==> config.mk <==
export PLATFORM = sky130hd
export DESIGN_NAME = pixel_frame_serializer
export DESIGN_NICKNAME = d
export VERILOG_FILES = /design/src/rtl/pixel_frame_serializer.sv
export SDC_FILE = /design/constraint.sdc
export NUM_CORES = 1
export LEC_CHECK = 0
export CAP_MARGIN = 20
export CORE_UTILIZATION = 52
export CTS_BUF_LIST = sky130_fd_sc_hd__clkbuf_2
export DETAILED_ROUTE_END_ITERATION = 7
export GPL_TIMING_DRIVEN = 0
export PLACE_DENSITY = 0.82
export SYNTH_ARGS = -nofsm -noshare
export SYNTH_HDL_FRONTEND = slang
export SYNTH_SLANG_ARGS = --single-unit
==> constraint.sdc <==
create_clock -name clk -period 5.5 [get_ports clk]
set_input_delay 1.375 -clock clk [delete_from_list [all_inputs] [get_ports clk]]
set_output_delay 1.375 -clock clk [all_outputs]
set_load 0.05 [all_outputs]
==> src/rtl/pixel_frame_serializer.sv <==
// rtl/pixel_frame_serializer.sv - captures an N-pixel parallel frame and streams it one byte per beat
// Optional one-deep pending frame buffer: define PIXEL_SER_PENDING_EN.
module pixel_frame_serializer #(
  parameter int H = 4,
  parameter int W = 4,
  parameter int N = 16
) (
  input  logic                 clk,
  input  logic                 reset,
  input  logic [N*8-1:0]       frameIn,
  input  logic                 frameValid,
  output logic [7:0]           pixOut,
  output logic                 pixValid,
  input  logic                 pixReady,
  output logic [$clog2(N)-1:0] pixIndex,
  output logic                 pixLast,
  output logic                 frameDropped,
  output logic                 busy
);

  localparam int IW = $clog2(N);
  localparam logic [IW-1:0] LAST = IW'(N - 1);

  if (N != H * W) begin : g_bad_size
    $error("pixel_frame_serializer: N must equal H*W");
  end

  typedef enum logic {IDLE, STREAM} state_t;

  state_t              state;
  logic [N-1:0][7:0]   shadow;
  logic [N-1:0][7:0]   load_data;
  logic [IW-1:0]       idx_next;
  logic                xfer;
  logic                last_xfer;
  logic                load_new;
  logic                load_pend;
  logic                drop;
  logic                pend_full;

`ifdef PIXEL_SER_PENDING_EN
  logic [N-1:0][7:0]   pend;
  logic                accept_pend;
`endif

  // Handshake and frame-acceptance decisions for this cycle
  always_comb begin
    xfer      = pixValid && pixReady;
    last_xfer = xfer && (pixIndex == LAST);
    idx_next  = pixIndex + IW'(1);
`ifdef PIXEL_SER_PENDING_EN
    load_pend   = last_xfer && pend_full;
    load_new    = frameValid && !load_pend && ((state == IDLE) || last_xfer);
    accept_pend = frameValid && (state == STREAM) &&
                  ((!last_xfer && !pend_full) || load_pend);
    drop        = frameValid && (state == STREAM) && !last_xfer && pend_full;
    load_data   = load_pend ? pend : frameIn;
`else
    load_pend = 1'b0;
    load_new  = frameValid && ((state == IDLE) || last_xfer);
    drop      = frameValid && (state == STREAM) && !last_xfer;
    load_data = frameIn;
`endif
  end

`ifdef PIXEL_SER_PENDING_EN
  // Pending slot: filled by a mid-stream frame, drained into the shadow on the final beat
  always_ff @(posedge clk or posedge reset) begin
    if (reset) begin
      pend      <= '0;
      pend_full <= 1'b0;
    end else begin
      if (accept_pend) pend <= frameIn;
      if (load_pend)
        pend_full <= accept_pend;
      else if (accept_pend)
        pend_full <= 1'b1;
    end
  end
`else
  assign pend_full = 1'b0;
`endif

  // Stream FSM: shadow capture, beat sequencing and registered outputs
  always_ff @(posedge clk or posedge reset) begin
    if (reset) begin
      state        <= IDLE;
      shadow       <= '0;
      pixOut       <= '0;
      pixValid     <= 1'b0;
      pixIndex     <= '0;
      pixLast      <= 1'b0;
      frameDropped <= 1'b0;
      busy         <= 1'b0;
    end else begin
      frameDropped <= drop;
      if (load_new || load_pend) begin
        state    <= STREAM;
        shadow   <= load_data;
        pixOut   <= load_data[0];
        pixIndex <= '0;
        pixLast  <= (N == 1);
        pixValid <= 1'b1;
        busy     <= 1'b1;
      end else if (last_xfer) begin
        state    <= IDLE;
        pixOut   <= '0;
        pixIndex <= '0;
        pixLast  <= 1'b0;
        pixValid <= 1'b0;
        busy     <= pend_full;
      end else if (xfer) begin
        pixIndex <= idx_next;
        pixOut   <= shadow[idx_next];
        pixLast  <= (idx_next == LAST);
      end
    end
  end

endmodule

==> results.py <==
metrics = {
    "cts": {
        "cts_root_buffer": "clkbuf_2",
        "ctsHtreeMaxLevel": 4,
        "clock_sinks": 143,
        "cts_made_buffers": 17,
        "clock_latency_ns": 0.71,
        "clkSlewWorstSetupHoldPaths_ns": 0.20,
        "cts_tree": "yes",
        "postCtsHoldBufs": 0,
        "max-clock-path-buffers": 2,
        "post_cts_resized": 0,
        "cts_setup_buffers": 0,
    },
    "final_layout": {
        "n_antenna_cell": 0,
        "design_area_sq_mm": 0.00839,
        "drive_gt1_frac": 0.0757,
        "post-route-util": 0.696,
        "finalNonFillerCells": 1080,
        "nets": 1034,
        "area_delta_synth_final_pct": 30.3,
    },
    "setup_path": {
        "worst_path_largest_cell_delay_ns": 0.78,
        "crit_slowest_cell": "clkdlybuf4s50_1",
        "r2r_cells": 8,
        "worstSetupPathType": "flop to primary output",
        "required_ns": 4.12,
        "r2r_slack_ns": 2.52,
        "cp_max_fo": 8,
        "cp-start-kind": "flop",
        "worstSetupEndpointType": "primary output",
        "crit_chain": "buf_4, clkdlybuf4s50_1",
        "r2r-start": "pixIndex[0]",
        "regToRegEndpoint": "pixOut[2]",
        "critical_path_arrival_ns": 2.18,
    },
    "drt": {
        "vias": 5646,
        "wl_per_cell_um": 15.9,
        "drt_iter0_drc": 525,
        "ant_nets": 0,
        "routed_wl_um": 17100,
        "viasPerCell": 5.23,
        "drtPass1Iterations": 5,
        "drcViolationCount": 0,
    },
    "timing": {
        "setup_violations": 0,
        "fmax_ghz": 0.281,
        "whs_ns": 0.503,
        "fin_crit_ns": 3.56,
        "fin_crit_sh": 0.647,
        "rsz0062_at_grt": "false",
        "skew_ns": 0.0213,
        "slew_violations": 0,
        "worst_slew_pin_slew_ns": 0.783,
        "setup_tns_ns": 0,
        "final_hold_viol_count": 0,
        "max_slew_margin": 0.476,
        "finalWorstSetupSlack_ns": 1.94,
    },
    "global_routing": {
        "grt_overflow": 0,
        "grt_usage": 0.290,
        "grt_pass1_wl_um": 27800,
        "grt_max_degree": 97,
        "antenna_found_initial": 0,
        "grt_pass1_vias": 5460,
    },
    "floorplanning": {
        "dieHeight_um": 113,
        "ios": 148,
        "die_x_um": 113,
        "coreArea_sq_mm": 0.0121,
        "rows": 40,
        "start_util": 0.534,
        "die_area_sq_mm": 0.0128,
    },
    "synth": {
        "syn_area_sq_mm": 0.00644,
        "synth_compound_area_frac": 0.0272,
        "synth-adder-area-share": 0.00389,
        "synth_most_common_cell": "nand2_1",
        "yosys.area_share.simple": 0.294,
        "synth_fp_nets": 867,
        "yosys.area.top_type": "dfrtp_1",
        "synth_warnings": 0,
        "synth.distinct_cells": 28,
        "ys_async_sr_fraction": 1.00,
        "yosys.area_share.xor_xnor": 0.00699,
        "synth_top_area_frac": 0.556,
        "synth_top_family_by_area": "simple AND/OR/NAND/NOR gates",
        "synth-seq-cells": 143,
        "synthMuxAreaShare": 0.0808,
        "syn_avg_cell_area_sq_um": 8.79,
        "synth_area_leaders": "dfrtp_1 (56%), nand2_1 (26%), mux4_2 (5.6%)",
        "synth_cells": 733,
        "synth_edf_count": 0,
        "synth_commonest_cells": "nand2_1 (447), dfrtp_1 (143), clkbuf_1 (21)",
        "ys_seq_area_frac": 0.556,
        "ys.flop_type": "dfrtp_1",
    },
    "power": {
        "p_seq_frac": 0.428,
        "p_total_mw": 4.23,
        "p_comb_frac": 0.427,
        "vdd_drop_max_uv": 217,
        "switching_power_mw": 1.70,
        "p_leak_nw": 4.18,
        "p_int_mw": 2.54,
        "switching_share": 0.401,
        "clock_power_share": 0.145,
        "cellPowerDensity_mw_per_mm2": 504,
    },
    "place": {
        "post-place-cells": 1049,
        "hpwl_um": 12500,
        "dp_slack_ns": 2.06,
        "port_buffers": 147,
        "place_area_sq_mm": 0.00816,
        "gp_congestion": 0.875,
    },
    "worst_hold_path": {
        "hold_path_startpoint": "shadow[123]",
        "hold_path_depth": 2,
        "hold_path_class": "flop to flop",
        "hold_path_end": "shadow[123]",
    },
    "run_status": {
        "status": "finished, final reports clean",
    },
    "flow_run": {
        "maxCapViolCount": 0,
    },
}
cells in the final DEF, fill, tap and decap left out, types with 2 or more instances in the layout:
master           synthesis  layout
nand4_1                 12      12
bufinv_16                0       3
clkbuf_2                 0      17
clkdlybuf4s50_1          0     147
buf_1                    2       2
clkbuf_1                21      21
a32oi_1                  8       8
clkinv_2                 0       6
clkinvlp_4               0       3
and2_1                   2       2
o2111ai_1                7       7
ha_1                     2       2
o21ai_0                  2       2
a21o_1                   2       2
buf_2                   18      18
mux2i_1                 16      16
dfrtp_1                143     143
clkinv_1                 0       2
mux4_2                  16      16
nand2_1                447     447
nand3_1                 19      19
nor2_1                   3       3
worst max-delay path by stage:
stage / to / start / cells after the start
6_report: pixValid / state / 2
4_1_cts: pixValid / state / 2
2_1_floorplan: frameDropped / reset / 1
3_5_place_dp: shadow[85] / pixReady / 8
3_3_place_gp: shadow[88] / reset / 2
5_1_grt: pixValid / state / 2
cell families (layout without fill, tap and decap cells):
| group | count (synthesis) | after routing |
|---|---|---|
| AO/OA/AOI/OAI | 21 | 21 |
| XOR/XNOR | 3 | 3 |
| adder cells (fa/ha/maj) | 2 | 2 |
| buffers and inverters | 46 | 225 |
| flip-flops | 143 | 143 |
| multiplexers | 32 | 32 |
| AND/OR/NAND/NOR | 486 | 486 |
layout make-up:
class	count	area, sq um
Fill cell	965	3670
Sequential cell	143	3580
Multi-Input combinational cell	544	2660
Timing Repair Buffer	148	1500
Tap cell	168	210
Buffer	43	195
Clock inverter	14	150
Clock buffer	17	85.1
Inverter	3	16.3
state kept, by name, indices dropped and copies added (netlist names):
name          cells
pixIndex          4
state             1
shadow          128
pixOut            8
pixLast           1
frameDropped      1
worst max-delay path, delay by kind of cell, from the launching register on:
kind	cells	cell delay, ns
flops	1	0.53
buf+inv	2	0.94
power by group through the flow:
stage | registers, mW | clock network, mW | logic [mW]
2_1_floorplan | 1.86 | 0 | 1.16
3_3_place_gp | 1.80 | 0 | 1.75
3_5_place_dp | 1.82 | 0 | 1.80
4_1_cts | 1.80 | 0.621 | 1.81
5_1_grt | 1.85 | 0.666 | 2.00
6_report | 1.81 | 0.612 | 1.81
per-layer routing:
layer  GRT usage  share of wire  up-vias
met3      0.0616          0.075       40
met5           0              0        -
met1       0.414           0.44     2686
li1            -              -     2682
met2       0.435           0.46      238
met4       0.120          0.027        0
Power figures use the tool's default switching activity.
